$ cat src/rtl/pilha_pkg.sv
// Shared definitions for the pilha operand stack: command codes, FSM states
// and default geometry.
package pilha_pkg;

  localparam int PILHA_DATA_W = 16;
  localparam int PILHA_DEPTH  = 16;

  typedef enum logic [1:0] {
    OP_POP   = 2'b00,
    OP_PUSH  = 2'b01,
    OP_SUBST = 2'b10,
    OP_REDUZ = 2'b11
  } op_e;

  typedef enum logic {
    OCIOSO = 1'b0,
    EXEC   = 1'b1
  } estado_e;

endpackage

$ cat src/rtl/pilha_mem.sv
// Stack storage: one synchronous write port, two asynchronous read ports for
// the top and second entries. Data is intentionally not reset.
module pilha_mem #(
  parameter int DATA_W = 16,
  parameter int DEPTH  = 16,
  parameter int AW     = $clog2(DEPTH)
) (
  input  logic              clock,
  input  logic              wr_en,
  input  logic [AW-1:0]     wr_addr,
  input  logic [DATA_W-1:0] wr_data,
  input  logic [AW-1:0]     rd_addr_a,
  input  logic [AW-1:0]     rd_addr_b,
  output logic [DATA_W-1:0] rd_data_a,
  output logic [DATA_W-1:0] rd_data_b
);

  logic [DATA_W-1:0] mem_q [DEPTH];

  // Single write port
  always_ff @(posedge clock) begin
    if (wr_en) begin
      mem_q[wr_addr] <= wr_data;
    end
  end

  assign rd_data_a = mem_q[rd_addr_a];
  assign rd_data_b = mem_q[rd_addr_b];

endmodule

$ cat src/rtl/pilha.sv
// LIFO operand stack answering UC commands: count, legality check, completion
// FSM and sticky error flag around a register-array store.
module pilha
  import pilha_pkg::*;
#(
  parameter int DATA_W = PILHA_DATA_W,
  parameter int DEPTH  = PILHA_DEPTH,
  parameter int CNT_W  = $clog2(DEPTH) + 1
) (
  input  logic              clock,
  input  logic              reset,
  input  logic              pilha_wren,
  input  logic [1:0]        controle_pilha,
  input  logic [DATA_W-1:0] data_pilha,
  input  logic              limpa_erro,
  output logic [DATA_W-1:0] topo,
  output logic [DATA_W-1:0] segundo,
  output logic [CNT_W-1:0]  contagem,
  output logic              vazia,
  output logic              cheia,
  output logic              pronto,
  output logic              erro
);

  localparam int AW = $clog2(DEPTH);

  logic [CNT_W-1:0]  contagem_q, contagem_d;
  estado_e           estado_q, estado_d;
  logic              erro_q, erro_d;

  logic              legal_s;
  logic              wr_en_s;
  logic [AW-1:0]     wr_addr_s;
  logic [AW-1:0]     base_idx_s;
  logic [AW-1:0]     topo_idx_s;
  logic [AW-1:0]     seg_idx_s;
  logic              tem_um_s;
  logic              tem_dois_s;
  logic              cheia_s;
  logic [DATA_W-1:0] rd_topo_s;
  logic [DATA_W-1:0] rd_seg_s;

  // Index arithmetic is modulo DEPTH; a full count of DEPTH wraps to 0 in the
  // low bits, so DEPTH-1 still addresses the top correctly.
  assign base_idx_s = contagem_q[AW-1:0];
  assign topo_idx_s = base_idx_s - AW'(1);
  assign seg_idx_s  = base_idx_s - AW'(2);
  assign tem_um_s   = (contagem_q != CNT_W'(0));
  assign tem_dois_s = (contagem_q >= CNT_W'(2));
  assign cheia_s    = (contagem_q == CNT_W'(DEPTH));

  // Command decode: legality, write port control and next count
  always_comb begin
    legal_s    = 1'b0;
    wr_en_s    = 1'b0;
    wr_addr_s  = base_idx_s;
    contagem_d = contagem_q;
    if (pilha_wren) begin
      case (op_e'(controle_pilha))
        OP_PUSH: begin
          if (!cheia_s) begin
            legal_s    = 1'b1;
            wr_en_s    = 1'b1;
            wr_addr_s  = base_idx_s;
            contagem_d = contagem_q + CNT_W'(1);
          end else begin
            legal_s = 1'b0;
          end
        end
        OP_POP: begin
          if (tem_um_s) begin
            legal_s    = 1'b1;
            contagem_d = contagem_q - CNT_W'(1);
          end else begin
            legal_s = 1'b0;
          end
        end
        OP_SUBST: begin
          if (tem_um_s) begin
            legal_s   = 1'b1;
            wr_en_s   = 1'b1;
            wr_addr_s = topo_idx_s;
          end else begin
            legal_s = 1'b0;
          end
        end
        OP_REDUZ: begin
          if (tem_dois_s) begin
            legal_s    = 1'b1;
            wr_en_s    = 1'b1;
            wr_addr_s  = seg_idx_s;
            contagem_d = contagem_q - CNT_W'(1);
          end else begin
            legal_s = 1'b0;
          end
        end
        default: legal_s = 1'b0;
      endcase
    end else begin
      legal_s = 1'b0;
    end
  end

  // Error flag: a rejected command beats a simultaneous clear
  always_comb begin
    erro_d = erro_q;
    if (pilha_wren && !legal_s) begin
      erro_d = 1'b1;
    end else if (limpa_erro) begin
      erro_d = 1'b0;
    end else begin
      erro_d = erro_q;
    end
  end

  // FSM next state: EXEC holds for every cycle following a legal command
  always_comb begin
    estado_d = OCIOSO;
    case (estado_q)
      OCIOSO:  estado_d = legal_s ? EXEC : OCIOSO;
      EXEC:    estado_d = legal_s ? EXEC : OCIOSO;
      default: estado_d = OCIOSO;
    endcase
  end

  // State registers
  always_ff @(posedge clock or negedge reset) begin
    if (!reset) begin
      contagem_q <= CNT_W'(0);
      estado_q   <= OCIOSO;
      erro_q     <= 1'b0;
    end else begin
      contagem_q <= contagem_d;
      estado_q   <= estado_d;
      erro_q     <= erro_d;
    end
  end

  pilha_mem #(
    .DATA_W (DATA_W),
    .DEPTH  (DEPTH),
    .AW     (AW)
  ) u_mem (
    .clock     (clock),
    .wr_en     (wr_en_s),
    .wr_addr   (wr_addr_s),
    .wr_data   (data_pilha),
    .rd_addr_a (topo_idx_s),
    .rd_addr_b (seg_idx_s),
    .rd_data_a (rd_topo_s),
    .rd_data_b (rd_seg_s)
  );

  assign topo     = tem_um_s   ? rd_topo_s : {DATA_W{1'b0}};
  assign segundo  = tem_dois_s ? rd_seg_s  : {DATA_W{1'b0}};
  assign contagem = contagem_q;
  assign vazia    = !tem_um_s;
  assign cheia    = cheia_s;
  assign pronto   = (estado_q == EXEC);
  assign erro     = erro_q;

endmodule

$ cat config.mk
export PLATFORM = sky130hd
export DESIGN_NAME = pilha
export DESIGN_NICKNAME = d
export VERILOG_FILES = /design/src/rtl/pilha_pkg.sv /design/src/rtl/pilha_mem.sv /design/src/rtl/pilha.sv
export SDC_FILE = /design/constraint.sdc
export NUM_CORES = 1
export LEC_CHECK = 0
export CAP_MARGIN = 5
export CORE_AREA = 2 2 152 154
export CTS_CLUSTER_DIAMETER = 30
export CTS_CLUSTER_SIZE = 20
export DETAILED_ROUTE_END_ITERATION = 10
export DIE_AREA = 0 0 154 156
export PLACE_DENSITY = 0.73
export SYNTH_ARGS = -nofsm -noshare
export SYNTH_HDL_FRONTEND = slang
export SYNTH_SLANG_ARGS = --single-unit
$ cat constraint.sdc
create_clock -name clock -period 5.6 [get_ports clock]
set_input_delay 1.12 -clock clock [delete_from_list [all_inputs] [get_ports clock]]
set_output_delay 1.12 -clock clock [all_outputs]
set_load 0.05 [all_outputs]
Word-level counts from Yosys, hierarchy flattened
Memory sizes are Yosys's and may differ from the RTL's.
Cells that the tools add are included.
W data, S select, Z words.
{"block": "totals", "in_bits": 22, "memories": 1, "out_inout_bits": 41, "register_bits": 7, "ramBits": 256, "word_cells": 47}
{"block": "op_classes", "mux": 22, "reduce_logical": 9, "eq_ne": 7, "order_cmp": 1, "addsub": 4}
{"memory": "u_mem.mem_q", "depth": 16, "width": 16, "read_ports": 2, "rd_ports_with_merged_regs": 0, "write_ports": 1, "line_no": "pilha_mem.sv:18", "source": "logic [DATA_W-1:0] mem_q [DEPTH];"}
{"op": "$mux W16", "count": 2}
{"op": "$mux W5", "count": 3}
{"op": "$pmux W5 S3", "count": 1}
{"op": "$mux W4", "count": 3}
{"op": "$mux W1", "count": 10}
{"op": "$pmux W4 S2", "count": 1}
{"op": "$ne A2 B2 Y1 const B", "count": 3}
{"op": "$pmux W1 S3", "count": 2}
{"op": "$add A5 B1 Y5 const B", "count": 1}
{"op": "$eq A5 B5 Y1 const B", "count": 1}
{"op": "$ge A5 B2 Y1 const B", "count": 1}
{"op": "$reduce_and A5 Y1", "count": 1}
{"op": "$reduce_bool A5 Y1", "count": 1}
{"op": "$sub A5 B1 Y5 const B", "count": 1}
{"op": "$eq A2 B2 Y1 const B", "count": 2}
{"op": "$sub A4 B1 Y4 const B", "count": 1}
{"op": "$sub A4 B2 Y4 const B", "count": 1}
{"op": "$reduce_bool A3 Y1", "count": 1}
{"op": "$eq A2 B1 Y1 const B", "count": 1}
{"op": "$logic_not A1 Y1", "count": 2}
{"op": "$logic_not A2 Y1", "count": 1}
{"op": "$reduce_bool A2 Y1", "count": 1}
{"op": "$reduce_or A2 Y1", "count": 1}
{"op": "$logic_and A1 B1 Y1", "count": 1}

Logic depth before layout (Yosys ltp)
{"block": "depth", "word_depth": 7, "ltp_mapped": 13, "mapped_depth_nobuf": 9}

By module
A second synthesis with hierarchy kept.
{"block": "unflattened", "hier_cells": 689, "hier_area_um2": 12764.7}
{"module": "pilha_mem", "n_inst": 1, "area_per_inst_um2": 11673.7, "cells_each": 553}
{"module": "pilha", "n_inst": 1, "area_per_inst_um2": 1091.0, "cells_each": 136}

Worst setup path after synthesis
No wires, ideal clock.
{"block": "synth_path", "path_type": "register to output", "startpoint": "register contagem_q[0], in the netlist contagem[0]", "endpoint": "output port topo[14]", "arrival_time_ns": 3.873, "path_stages_with_launch": 12, "path_buffers": 5, "t_required_ns": 4.480, "setup_slack_ns": 0.607, "cell_sequence": "dfrtp_1 > buf_4 > buf_6 > inv_2 > buf_2 > ha_1 > buf_2 > buf_2 > mux4_2 > nor2b_1 > a211oi_1 > a211oi_1"}
{"block": "synth_via", "elab_chain_len": 3}
{"item": "from (decl)", "line_no": "pilha.sv:27", "source": "logic [CNT_W-1:0] contagem_q, contagem_d;"}
{"item": "from (signal assigned)", "line_no": "pilha.sv:133", "source": "contagem_q <= contagem_d;"}
{"item": "$sub A4 B1 Y4", "line_no": "pilha.sv:46", "source": "assign topo_idx_s = base_idx_s - AW'(1);"}
{"item": "via topo_idx_s[0]", "line_no": "pilha.sv:35", "source": "logic [AW-1:0] topo_idx_s;"}
{"item": "$mem_v2 Z16 W16"}
{"item": "$mux W16", "line_no": "pilha.sv:154", "source": "assign topo = tem_um_s ? rd_topo_s : {DATA_W{1'b0}};"}
{"item": "to (decl)", "line_no": "pilha.sv:16", "source": "output logic [DATA_W-1:0] topo,"}
The timed path passes the listed nets, and every way through them passes these cells.

Worst setup path after layout
{"block": "layout_path", "startpoint": "register contagem_q[0], in the netlist contagem[0]", "endpoint": "output port topo[13]"}
{"block": "layout_via", "elab_chain_len": 3}
{"item": "$sub A4 B1 Y4", "line_no": "pilha.sv:46"}
{"item": "$mem_v2 Z16 W16"}
{"item": "$mux W16 *", "line_no": "pilha.sv:154"}
Mark *: on every way between the ends. The rest lies on a longest branch, timed or not.

==> results.md <==
* Post-place setup slack at between 1000 and 1500 ps
* Vias after detailed routing at 7,665
* H-tree levels at 2
* Netlist cell types at between 50 and 60
* Avg WL per Cell at 31.05 um
* Initial antenna violation count at 1
* Die X at 154 um
* Status: complete, no violations
* DR iter-0 viols at 1,037
* R2r setup slk at around 1400 ps
* Met1 usage at 40.35%
* CTS Buffer Depth at 3
* Startpoint type of the worst setup path: register
* HP Class: reg2reg
* CTS clk-pin slew, worst paths at about 50 ps
* Die ar. at between 20,000 and 25,000 um^2
* Final Hold Violating Endpoints at 0
* Pins Over Slew Limit at 0
* Top cells by area, synth: edfxtp_1, mux4_2, dfrtp_1
* FF-to-FF path depth at 9
* Crit path time final at between 4000 and 5000 ps
* Total CTS buffers at a little under 50
* Placed inst area at roughly 14,000 um^2
* Row count at 55
* Crit path required time at between 4000 and 5000 ps
* Layout Area Growth over Synthesis at 23.03%
* Hold_buf cts at 0
* Global-route wire length before repair at just over 50,000 um
* Yosys warning count at 0
* Root buffer cell: clkbuf_16
* Crit path DAT at ~3700 ps
* Final WS setup at 738.6 ps
* Worst Skew at ~13 ps
* Register area share after synthesis at approximately 62%
* Busiest grt layer: met2
* Post-route clock period utilization at between 80% and 90%
* Crit path capture type: output pin
* Synth Flop Type: edfxtp_1
* CTS tree: done
* Worst R2R End: u_mem.mem_q[5][3]$_DFFE_PP_
* Fraction of layout cells with a size suffix above 1 at between 40 and 50%
* Final setup violation count at 0
* Peak Freq at around 210 MHz
* # DRC at 0
* Post-synth EDFFs at about 260
* Syn_area_per_cell at 19.15 um^2
* Final wirelength at approximately 34,000 um
* Overflow after GRT at 0
* Hold Startpoint: erro$_DFFE_PN0P_
* Die height at around 160 um
* End point of the worst hold path: erro$_DFFE_PN0P_
* CORE AREA at between 20,000 and 25,000 um^2
* WHS Path Cells at 2
* Synth Register Bits at approximately 260
* Worst-Skew Late Latency at between 500 and 600 ps
* Post-Syn Area at 12,770 um^2
* Critical path peak fanout at 19
* Fin nets at 804
* Area of the multi-input gates at roughly 4800 um^2
* Synth top area share at between 60% and 70%
* Synth Instances at 667
* Routing usage on met2 at 44.03%
* Setup TNS at 0 ps
* Yosys top cell by area: edfxtp_1
* # Max-Cap Violations at 0
* Total GRT Usage at 29.26%
* Port buffer count at 62
* DRT antenna net count at 0
* Global-route met3 utilization at 9.444%
* Post-route cell area at 15,720 um^2
* Synth async-reset ratio at ~2.7%
* FF-to-FF Start: contagem[0]$_DFFE_PN0P_
* Clock sink count at ~260
* Worst-Margin Slew at 1224 ps
* Register area at about 8000 um^2
* Relative slew slack at ~18%
* Gp weighted congestion at roughly 0.9
* Postcts setup bufs at 0
* Resized cells post-CTS at 0
* I/O pin count at 63
* Starting Density at between 50% and 60%
* RSZ-0062 raised after global routing: no
* Syn nets at ~700
* Hold Slack at between 500 and 600 ps
* TritonRoute pass-1 iters at 5
* Vias in the first global route at between 7,000 and 8,000
* # fillers at around 1,300
* Largest net degree at the start of global routing at about 100
* Via density at 7.013
* HPWL Detailed at roughly 20,000 um
* Critical path type: reg2out
## through the flow
stage | instances | utilization (%)
detailed placement | 1001 | 62.77
global route | 1092 | 70.26
global placement | 1001 | 62.77
CTS | 1092 | 70.26
finish | 1093 | 70.27
floorplan | 667 | -
## synth_stat cells (2+ instances only)
master    count
o211a_1       2
nor3_2        4
o221ai_1     16
buf_4         5
buf_1         4
xnor2_1       3
edfxtp_1    256
inv_1         8
nor2b_1       3
nand3_1      17
a21o_1        4
mux2i_1       3
o21ai_1       5
clkbuf_1     16
buf_2        20
xor2_1        6
buf_6         3
nor2_1       18
mux4_2      143
nand2b_1      5
a21oi_1       6
o21ai_0       3
a211oi_1      2
inv_2         2
or2_2         2
nor3_1       14
and2_1       17
nor3b_1       2
ha_1         14
mux2_2        2
nand2_1      35
dfrtp_1       7
## state kept, by name, indices dropped and copies added, names as in the netlist
signal,count
contagem,5
erro,1
pronto,1
u_mem.mem_q,256
## worst max path at each step
| stage | startpoint | end | slack, ps | cells past startpoint |
|---|---|---|---|---|
| finish | contagem[0]$_DFFE_PN0P_ | topo[13] | 740 | 8 |
| global route | contagem[2]$_DFFE_PN0P_ | topo[13] | 590 | 10 |
| CTS | contagem[0]$_DFFE_PN0P_ | topo[13] | 740 | 8 |
| detailed placement | controle_pilha[0] | u_mem.mem_q[5][1]$_DFFE_PP_ | 1220 | 9 |
| global placement | controle_pilha[0] | u_mem.mem_q[1][1]$_DFFE_PP_ | 1300 | 9 |
| floorplan | contagem[0]$_DFFE_PN0P_ | topo[14] | 610 | 11 |
## layer usage
metal	part of all wire, %	vias to the layer above
met5	0	-
met4	3.6	0
met3	12	93
met2	46	556
met1	37	3966
li1	-	3050
## critical path: stages (launching register included)
cell and delay (ps):
dfrtp_4 500, inv_2 360, ha_1 420, xor2_4 670, buf_4 330, mux4_2 380
o221ai_1 230, nor2_1 110, buf_12 190
## logic make-up after synthesis
| logic type | Yosys count | share of synthesized area, % |
|---|---|---|
| buffers and inverters | 58 | 2.223 |
| flip-flops | 263 | 61.55 |
| XOR/XNOR | 9 | 0.6171 |
| adder cells (fa/ha/maj) | 15 | 1.528 |
| AND/OR/NAND/NOR | 124 | 5.083 |
| AO/OA/AOI/OAI | 49 | 3.173 |
| multiplexers | 149 | 25.83 |
## final cells by class
class | count | area share (%)
tap | 285 | 2.269
clock inverter | 39 | 2.786
multi-input combinational | 346 | 30.29
clock buffer | 52 | 7.874
sequential | 263 | 50.06
inverter | 10 | 0.2388
timing repair buffer | 97 | 6.464
antenna | 1 | 0.01592
## cells in the final DEF, fill, tap and decap left out, types with 8 or more instances in the layout
cell type,synthesis,layout
ha_1,14,13
clkdlybuf4s50_1,0,30
clkinv_4,0,8
clkinvlp_4,0,10
inv_1,8,8
mux4_2,143,143
nand3_1,17,17
and2_1,17,17
edfxtp_1,256,256
nor2_1,18,18
clkbuf_16,0,49
o221ai_1,16,16
buf_4,5,50
buf_12,0,17
nand2_1,35,35
nor3_2,4,12
Power is left out: the tool's default activity adds up to more than one toggle a clock period on the data nets, which glitch-free logic cannot reach.
